`src/rtl/dm_arbiter.sv`:
```
// Two-master round-robin arbiter and access sequencer for the shared data memory port.
// Each access takes IDLE -> BUSY -> DONE; sizing, lane steering and load extension happen here.
module dm_arbiter #(
    parameter logic [31:0] ADDR_LIMIT = 32'h0000_4000,
    parameter logic        RESET_LAST = 1'b1
) (
    input  logic        clk,
    input  logic        reset,
    input  logic        m0_req,
    input  logic        m0_we,
    input  logic [1:0]  m0_size,
    input  logic        m0_uns,
    input  logic [31:0] m0_addr,
    input  logic [31:0] m0_wdata,
    output logic        m0_ack,
    output logic        m0_err,
    output logic [31:0] m0_rdata,
    input  logic        m1_req,
    input  logic        m1_we,
    input  logic [1:0]  m1_size,
    input  logic        m1_uns,
    input  logic [31:0] m1_addr,
    input  logic [31:0] m1_wdata,
    output logic        m1_ack,
    output logic        m1_err,
    output logic [31:0] m1_rdata,
    output logic [31:0] m_data_addr,
    output logic [31:0] m_data_wdata,
    output logic [3:0]  m_data_byteen,
    input  logic [31:0] m_data_rdata
);

    localparam logic [1:0] ST_IDLE = 2'd0;
    localparam logic [1:0] ST_BUSY = 2'd1;
    localparam logic [1:0] ST_DONE = 2'd2;

    function automatic logic access_bad(input logic [1:0] size, input logic [31:0] addr);
        logic misalign_s;
        case (size)
            2'd0:    misalign_s = 1'b0;
            2'd1:    misalign_s = addr[0];
            2'd2:    misalign_s = (addr[1:0] != 2'b00);
            default: misalign_s = 1'b1;
        endcase
        return misalign_s | (addr >= ADDR_LIMIT);
    endfunction

    function automatic logic [3:0] lane_byteen(input logic [1:0] size, input logic [1:0] off);
        logic [3:0] be_s;
        case (size)
            2'd0:    be_s = 4'b0001 << off;
            2'd1:    be_s = 4'b0011 << off;
            2'd2:    be_s = 4'b1111;
            default: be_s = 4'b0000;
        endcase
        return be_s;
    endfunction

    function automatic logic [31:0] lane_wdata(input logic [1:0] size, input logic [31:0] wdata);
        logic [31:0] wd_s;
        case (size)
            2'd0:    wd_s = {4{wdata[7:0]}};
            2'd1:    wd_s = {2{wdata[15:0]}};
            default: wd_s = wdata;
        endcase
        return wd_s;
    endfunction

    function automatic logic [31:0] load_extract(input logic [1:0] size, input logic uns,
                                                 input logic [1:0] off, input logic [31:0] rdata);
        logic [31:0] sh_s;
        logic [31:0] res_s;
        sh_s = rdata >> {off, 3'b000};
        case (size)
            2'd0:    res_s = {{24{~uns & sh_s[7]}}, sh_s[7:0]};
            2'd1:    res_s = {{16{~uns & sh_s[15]}}, sh_s[15:0]};
            default: res_s = sh_s;
        endcase
        return res_s;
    endfunction

    logic [1:0]  state_r;
    logic        last_r;
    logic        gnt_r;
    logic        we_r;
    logic [1:0]  size_r;
    logic        uns_r;
    logic        bad_r;

    logic        req_any_s;
    logic        sel_s;
    logic        sel_we_s;
    logic [1:0]  sel_size_s;
    logic        sel_uns_s;
    logic [31:0] sel_addr_s;
    logic [31:0] sel_wdata_s;
    logic        sel_bad_s;
    logic [31:0] load_s;

    // Round-robin pick and request field mux for the master about to be granted
    always_comb begin
        req_any_s = m0_req | m1_req;
        if (m0_req && m1_req) begin
            sel_s = ~last_r;
        end else begin
            sel_s = m1_req;
        end
        if (sel_s) begin
            sel_we_s    = m1_we;
            sel_size_s  = m1_size;
            sel_uns_s   = m1_uns;
            sel_addr_s  = m1_addr;
            sel_wdata_s = m1_wdata;
        end else begin
            sel_we_s    = m0_we;
            sel_size_s  = m0_size;
            sel_uns_s   = m0_uns;
            sel_addr_s  = m0_addr;
            sel_wdata_s = m0_wdata;
        end
        sel_bad_s = access_bad(sel_size_s, sel_addr_s);
        load_s    = load_extract(size_r, uns_r, m_data_addr[1:0], m_data_rdata);
    end

    // Sequencer state and the latched attributes of the granted access
    always_ff @(posedge clk or posedge reset) begin
        if (reset) begin
            state_r <= ST_IDLE;
            last_r  <= RESET_LAST;
            gnt_r   <= 1'b0;
            we_r    <= 1'b0;
            size_r  <= 2'd0;
            uns_r   <= 1'b0;
            bad_r   <= 1'b0;
        end else begin
            case (state_r)
                ST_IDLE: begin
                    if (req_any_s) begin
                        state_r <= ST_BUSY;
                        last_r  <= sel_s;
                        gnt_r   <= sel_s;
                        we_r    <= sel_we_s;
                        size_r  <= sel_size_s;
                        uns_r   <= sel_uns_s;
                        bad_r   <= sel_bad_s;
                    end
                end
                ST_BUSY: state_r <= ST_DONE;
                ST_DONE: state_r <= ST_IDLE;
                default: state_r <= ST_IDLE;
            endcase
        end
    end

    // Memory port is loaded at the grant edge so it is valid for exactly the BUSY cycle
    always_ff @(posedge clk or posedge reset) begin
        if (reset) begin
            m_data_addr   <= 32'd0;
            m_data_wdata  <= 32'd0;
            m_data_byteen <= 4'b0000;
        end else if (state_r == ST_IDLE && req_any_s) begin
            m_data_addr   <= sel_addr_s;
            m_data_wdata  <= lane_wdata(sel_size_s, sel_wdata_s);
            m_data_byteen <= (sel_we_s && !sel_bad_s) ? lane_byteen(sel_size_s, sel_addr_s[1:0])
                                                      : 4'b0000;
        end else begin
            m_data_addr   <= 32'd0;
            m_data_wdata  <= 32'd0;
            m_data_byteen <= 4'b0000;
        end
    end

    // Completion pulse during DONE for the granted master
    always_ff @(posedge clk or posedge reset) begin
        if (reset) begin
            m0_ack <= 1'b0;
            m1_ack <= 1'b0;
            m0_err <= 1'b0;
            m1_err <= 1'b0;
        end else if (state_r == ST_BUSY) begin
            m0_ack <= ~gnt_r;
            m1_ack <= gnt_r;
            m0_err <= ~gnt_r & bad_r;
            m1_err <= gnt_r & bad_r;
        end else begin
            m0_ack <= 1'b0;
            m1_ack <= 1'b0;
            m0_err <= 1'b0;
            m1_err <= 1'b0;
        end
    end

    // Load capture at the end of BUSY; rejected loads leave the old value in place
    always_ff @(posedge clk or posedge reset) begin
        if (reset) begin
            m0_rdata <= 32'd0;
            m1_rdata <= 32'd0;
        end else if (state_r == ST_BUSY && !we_r && !bad_r) begin
            if (gnt_r) begin
                m1_rdata <= load_s;
            end else begin
                m0_rdata <= load_s;
            end
        end
    end

endmodule

```
`config.mk`:
```
export PLATFORM = sky130hd
export DESIGN_NAME = dm_arbiter
export DESIGN_NICKNAME = d
export VERILOG_FILES = /design/src/rtl/dm_arbiter.sv
export SDC_FILE = /design/constraint.sdc
export NUM_CORES = 1
export LEC_CHECK = 0
export BUFFER_PORTS_ARGS = -buffer_cell sky130_fd_sc_hd__buf_2
export CAP_MARGIN = 30
export CORE_AREA = 2 2 119 121
export DETAILED_ROUTE_END_ITERATION = 10
export DIE_AREA = 0 0 121 123
export GPL_ROUTABILITY_DRIVEN = 0
export PLACE_DENSITY = 0.84
export SLEW_MARGIN = 0
export SYNTH_ARGS = -nofsm -noshare
export SYNTH_HDL_FRONTEND = slang
export SYNTH_SLANG_ARGS = --single-unit
```
`constraint.sdc`:
```
create_clock -name clk -period 10.7 [get_ports clk]
set_input_delay 2.14 -clock clk [delete_from_list [all_inputs] [get_ports clk]]
set_output_delay 2.14 -clock clk [all_outputs]
set_load 0.01 [all_outputs]
```
# After elaboration in Yosys (flattened, before gate mapping)
# Cells that the tools add are included.
dict set report totals {
  register_bits 145
  output_inout_bits 136
  in_bits 172
}
dict set report op_classes {
  mux 20
  bitwise 9
  n_eq_ne 5
  magnitude_cmp 1
  reduce_logical 15
  shift 3
}
# operator n
set op_table {}
lappend op_table {{32-bit 2-to-1 mux} 4}
lappend op_table {{32-bit one-hot mux with 2 select lines} 2}
lappend op_table {{32-bit by 15-bit >= comparator with 1-bit output, second input constant} 1}
lappend op_table {{32-bit by 5-bit right shift with 32-bit output} 1}
lappend op_table {{4-bit one-hot mux with 3 select lines} 1}
lappend op_table {{4-bit 2-to-1 mux} 2}
lappend op_table {{1-bit 2-to-1 mux} 7}
lappend op_table {{2-bit by 1-bit equality test with 1-bit output, second input constant} 3}
lappend op_table {{2-bit logical NOT} 3}
lappend op_table {{2-bit AND reduction} 3}
lappend op_table {{1-bit logical AND} 5}
lappend op_table {{1-bit bitwise AND} 4}
lappend op_table {{2-bit 2-to-1 mux} 2}
lappend op_table {{2-bit one-hot mux with 2 select lines} 1}
lappend op_table {{1-bit by 2-bit left shift with 4-bit output, first input constant} 1}
lappend op_table {{2-bit by 2-bit left shift with 4-bit output, first input constant} 1}
lappend op_table {{1-bit logical NOT} 3}
lappend op_table {{1-bit NOT} 3}
lappend op_table {{1-bit one-hot mux with 3 select lines} 1}
lappend op_table {{2-bit equality test, second input constant} 1}
lappend op_table {{2-bit inequality test, second input constant} 1}
lappend op_table {{1-bit bitwise OR} 2}
lappend op_table {{2-bit nonzero test} 1}

# Logic depth before layout (Yosys ltp)
dict set report logic_depth {
  word_depth 10
  ltp_mapped 7
  mapped_depth_nobuf 5
}

# Least setup slack after synthesis
# No wires, ideal clock.
dict set report synth_path {
  kind {in2reg}
  start {input port m1_size[0]}
  end {register m_data_wdata[24]}
  cell_stages 5
  required_ns 10.569
  n_path_buf 1
  path_slack_ns 7.293
  t_arrival_ns 3.277
  setup_ns 0.131
  path_cell_list {clkbuf_1 > mux2_2 > mux2_2 > a32oi_1 > o21ai_0}
}
dict set report synth_via {
  elab_chain_cells 4
}
# item line_no
set synth_lines {}
lappend synth_lines {{from (decl)} 20} ;# input logic [1:0] m1_size,
lappend synth_lines {{2-bit 2-to-1 mux (*)} 108} ;# if (sel_s) begin
lappend synth_lines {{2-bit by 1-bit equality test with 1-bit output / 2-bit logical NOT (equally long branches)} 61} ;# case (size)
lappend synth_lines {{32-bit one-hot mux with 2 select lines (*)} 61}
lappend synth_lines {{32-bit 2-to-1 mux (*)} 161} ;# end else if (state_r == ST_IDLE && req_any_s) begin
lappend synth_lines {{to (signal assigned)} 163} ;# m_data_wdata <= lane_wdata(sel_size_s, sel_wdata_s);
lappend synth_lines {{to (decl)} 28} ;# output logic [31:0] m_data_wdata,
# Every way passes the cells marked *; elsewhere a longest branch is shown, timed or not.
# A chain may end at the register's enable or synchronous reset.

# Final worst setup path
dict set report layout_path {
  start {input port m1_req}
  end {register m_data_wdata[15]}
}
dict set report layout_via {
  elab_chain_cells 6
}
# item line_no
set layout_lines {}
lappend layout_lines {{from (decl)} 18} ;# input logic m1_req,
lappend layout_lines {{1-bit logical AND} 103} ;# if (m0_req && m1_req) begin
lappend layout_lines {{1-bit 2-to-1 mux} 103}
lappend layout_lines {{2-bit 2-to-1 mux} 108}
lappend layout_lines {{2-bit by 1-bit equality test with 1-bit output / 2-bit logical NOT (equally long branches)} 61}
lappend layout_lines {{32-bit one-hot mux with 2 select lines} 61}
lappend layout_lines {{32-bit 2-to-1 mux (*)} 161}
# Marks and branches as above.

==> run summary <==
### Run status
• finished clean — result of the run

### Hold path
• register to register — path type of the worst min-delay path
• 2 — count of cells along the worst hold path

### Pwr
• 655 uW — net switching power figure
• 4.68 nW — total leakage power
• 34.2% — net switching share of the total power
• 1.91 mW — Final Total Pwr
• 31.1% — share of power burned in combinational logic
• 0.228 mV — peak ir drop on the vdd network
• 31.5% — clock network fraction of total power
• 1.26 mW — Internal
• 37.4% — share of power burned in registers
• 212 mW/mm^2 — pwr/cell area

### Global route
• 6163 — vias in the first global route
• 34.8% — met1 Resource Use GR
• met2 — most used routing layer in global routing
• 28.6% — total global routing track utilization
• 1 — number of antenna violations at the first check in global routing
• 93 — pin count of the biggest net entering global routing
• 7.89% — routing usage on met3
• 0 — overflow left after global routing
• 48.1% — met2 Track Usage GR
• 32400 um — first-pass GRT wire length

### Critical path
• input pin to register — start-to-end type of the worst setup path
• 4.05 ns — endpoint arrival time on the critical path
• 6 — Worst R2R Path Depth
• 11.02 ns — Required @ worst endpoint
• input pin — type of element launching the critical path
• 68 — largest driver fanout on the critical path
• register — kind of capture point of the worst setup path

### Routing
• 6623 — overall via count from detail_route
• 5 — first drt pass iteration count
• 21500 um — Detailed Route WL
• 5.56 — routed via count divided by cell count
• 0 — post-route ant nets
• 18.1 um — final routed wire length divided by cell count
• 0 — DRC violations left
• 463 — drt first-iter violations

### Clock network
• 0 — number of setup buffers added after CTS
• sky130_fd_sc_hd__clkbuf_16 — clock root buffer master
• 0 — Hold Buf Count CTS
• 17 — TritonCTS buffer count
• 2 — worst-case clock buffer depth
• 145 — sinks on the clock net
• 0.42 ns — clock insertion delay at the later pin of the skew report
• 4 — H-tree depth
• 0.06 ns — clock transition time at the flip-flop clock pins of the worst setup and hold paths
• 0 — Gates resized, CTS repair
• done — TritonCTS clock tree

### Floorplan
• 0.0149 sq mm — die area
• 0.0136 sq mm — Floorplan Core Area
• 43 — standard-cell rows
• 123 um — height of the die
• 49.4% — Initial Utilization
• 308 — Boundary Pins
• 121 um — Die W

### Synth
• 53.6% — proportion of netlist area held by the largest area contributor
• sky130_fd_sc_hd__nand2_1 — leading cell type by number of instances after synthesis
• sky130_fd_sc_hd__dfrtp_1 (54%), sky130_fd_sc_hd__nand2_1 (11%), sky130_fd_sc_hd__a21oi_1 (5.0%) — largest cells by area after synthesis
• 0 — EDFF count, synth
• 54.0% — part of the Yosys area used for sequential elements
• 9.50 sq um — Mapped Avg Cell Area
• 145 — count of state elements after synthesis
• 0 — Yosys warning total
• sky130_fd_sc_hd__dfrtp_1 — most common flop cell mapped by yosys
• 708 — number of instances in the synthesized netlist
• 880 — syn_nets
• 44 — count of cell types in the netlist
• 100% — share of flip-flops with an asynchronous set or reset
• sky130_fd_sc_hd__nand2_1 (192), sky130_fd_sc_hd__dfrtp_1 (144), sky130_fd_sc_hd__a21oi_1 (67) — ranking of synthesized cells by instance count
• 0.00673 sq mm — total standard cell area after synthesis
• sky130_fd_sc_hd__dfrtp_1 — cell type with the highest aggregate area in the netlist

### Timing
• 0 — final hold vios
• 6.96 ns — PnR worst setup slack
• 0 — final-report setup violation count
• 0 ns — total negative slack for setup checks
• 268 MHz — Max Clock Freq
• 0.00608 ns — final clock skew
• 0.470 ns — worst hold slack
• 34.9% — portion of the clock cycle consumed by the worst path in the final layout
• no — setup repair after global routing missed its margin
• 3.74 ns — minimum period implied by the final worst setup slack
• 0 — fin. max-slew vios
• 0.801 ns — Worst Max-Slew Pin Slew
• 46.6% — worst slew margin relative to its limit

### Place
• 16200 um — DP Wirelength
• 6.56 ns — pre-CTS setup slack
• 1161 — Post-Place Cells
• 307 — count of port buffers added during placement

### Finish
• 1192 — Post-Layout Cell Count
• 37.1% — ratio of cells with drive above 1 in the final layout
• 34.1% — area grow syn2layout
• 1172 — post-layout net count
• 0 — number of diodes

### Run
• 0 — Max Cap Violations

==> logic make-up after synthesis <==
logic type | count (synthesis) | share of synthesized area [%]
muxes | 46 | 7.38
buffers and inverters | 47 | 3.05
and+or+nand+nor | 302 | 19.2
DFF | 145 | 54.0
AOI/OAI and AO/OA | 168 | 16.4
==> cell type report <==
type | instances | area (sq um)
Fill cell | 1088 | 4590
Clock inverter | 9 | 133
Multi-Input combinational cell | 516 | 2920
Inverter | 4 | 20.0
Clock buffer | 22 | 464
Tap cell | 180 | 225
Timing Repair Buffer | 316 | 1630
Sequential cell | 145 | 3630
==> path summary, 6_finish.rpt <==
path	start	endpoint	slack, ns
max in group asynchronous	reset	m1_rdata[16]	7.64
hold / removal	m0_rdata[0]	m0_rdata[0]	0.47
min in group asynchronous	reset	m_data_wdata[23]	1.88
setup / recovery	m1_req	m_data_wdata[15]	6.96
hold reg to reg	m0_rdata[0]	m0_rdata[0]	0.47
setup reg to reg	last_r	m_data_wdata[15]	8.28
==> metrics by stage <==
| stage | cell area (sq um) | utilization, % |
|---|---|---|
| floorplan | 6730 | - |
| global placement | 8380 | 61.6 |
| detailed placement | 8420 | 61.9 |
| CTS | 9020 | 66.3 |
| global route | 9020 | 66.3 |
| finish | 9020 | 66.3 |
==> per-layer routing <==
| metal | wire, um | part of all wire, % | vias up |
|---|---|---|---|
| met4 | 854 | 4.0 | 2 |
| li1 | - | - | 3046 |
| met5 | 13 | 0.060 | - |
| met2 | 10600 | 49 | 406 |
| met1 | 8010 | 37 | 3106 |
| met3 | 2050 | 9.5 | 63 |
==> critical path: stages <==
cell and delay (ns):
sky130_fd_sc_hd__buf_2 0.12, sky130_fd_sc_hd__a21bo_2 0.18, sky130_fd_sc_hd__buf_4 0.56, sky130_fd_sc_hd__mux2i_1 0.26, sky130_fd_sc_hd__buf_4 0.25, sky130_fd_sc_hd__nand2_2 0.22, sky130_fd_sc_hd__a311oi_1 0.31
==> layout by cell type (no fill, tap or decap), types with 3 or more instances in the layout <==
cell / instances
sky130_fd_sc_hd__nor2b_1: 8
sky130_fd_sc_hd__a21oi_1: 67
sky130_fd_sc_hd__nand2_2: 4
sky130_fd_sc_hd__a211oi_1: 7
sky130_fd_sc_hd__a22o_1: 16
sky130_fd_sc_hd__nand2_1: 192
sky130_fd_sc_hd__nor4_1: 10
sky130_fd_sc_hd__o211ai_1: 4
sky130_fd_sc_hd__clkbuf_1: 3
sky130_fd_sc_hd__a32oi_1: 8
sky130_fd_sc_hd__buf_4: 7
sky130_fd_sc_hd__o22a_1: 17
sky130_fd_sc_hd__buf_2: 307
sky130_fd_sc_hd__nor2_1: 54
sky130_fd_sc_hd__dfrtp_1: 144
sky130_fd_sc_hd__o21ai_0: 24
sky130_fd_sc_hd__bufinv_16: 3
sky130_fd_sc_hd__inv_1: 3
sky130_fd_sc_hd__nor3_1: 6
sky130_fd_sc_hd__a21o_1: 3
sky130_fd_sc_hd__a311oi_1: 16
sky130_fd_sc_hd__and2_1: 11
sky130_fd_sc_hd__mux2i_1: 28
sky130_fd_sc_hd__clkbuf_16: 17
sky130_fd_sc_hd__mux2_2: 16
==> power by group through the flow <==
stage / logic, mW / clock network, mW / registers [mW]
finish: 0.596 / 0.602 / 0.715
global route: 0.656 / 0.633 / 0.725
CTS: 0.597 / 0.608 / 0.714
detailed placement: 0.594 / 0 / 0.723
global placement: 0.583 / 0 / 0.720
floorplan: 0.311 / 0 / 0.761
==> sequential cells by signal, summed over array words and instances (netlist names), 2 cells and up <==
register and count:
m1_rdata 32, size_r 2, m0_rdata 32, m_data_addr 32, state_r 2, m_data_byteen 4
m_data_wdata 32
Note: power is estimated with default switching activity, not from simulation.
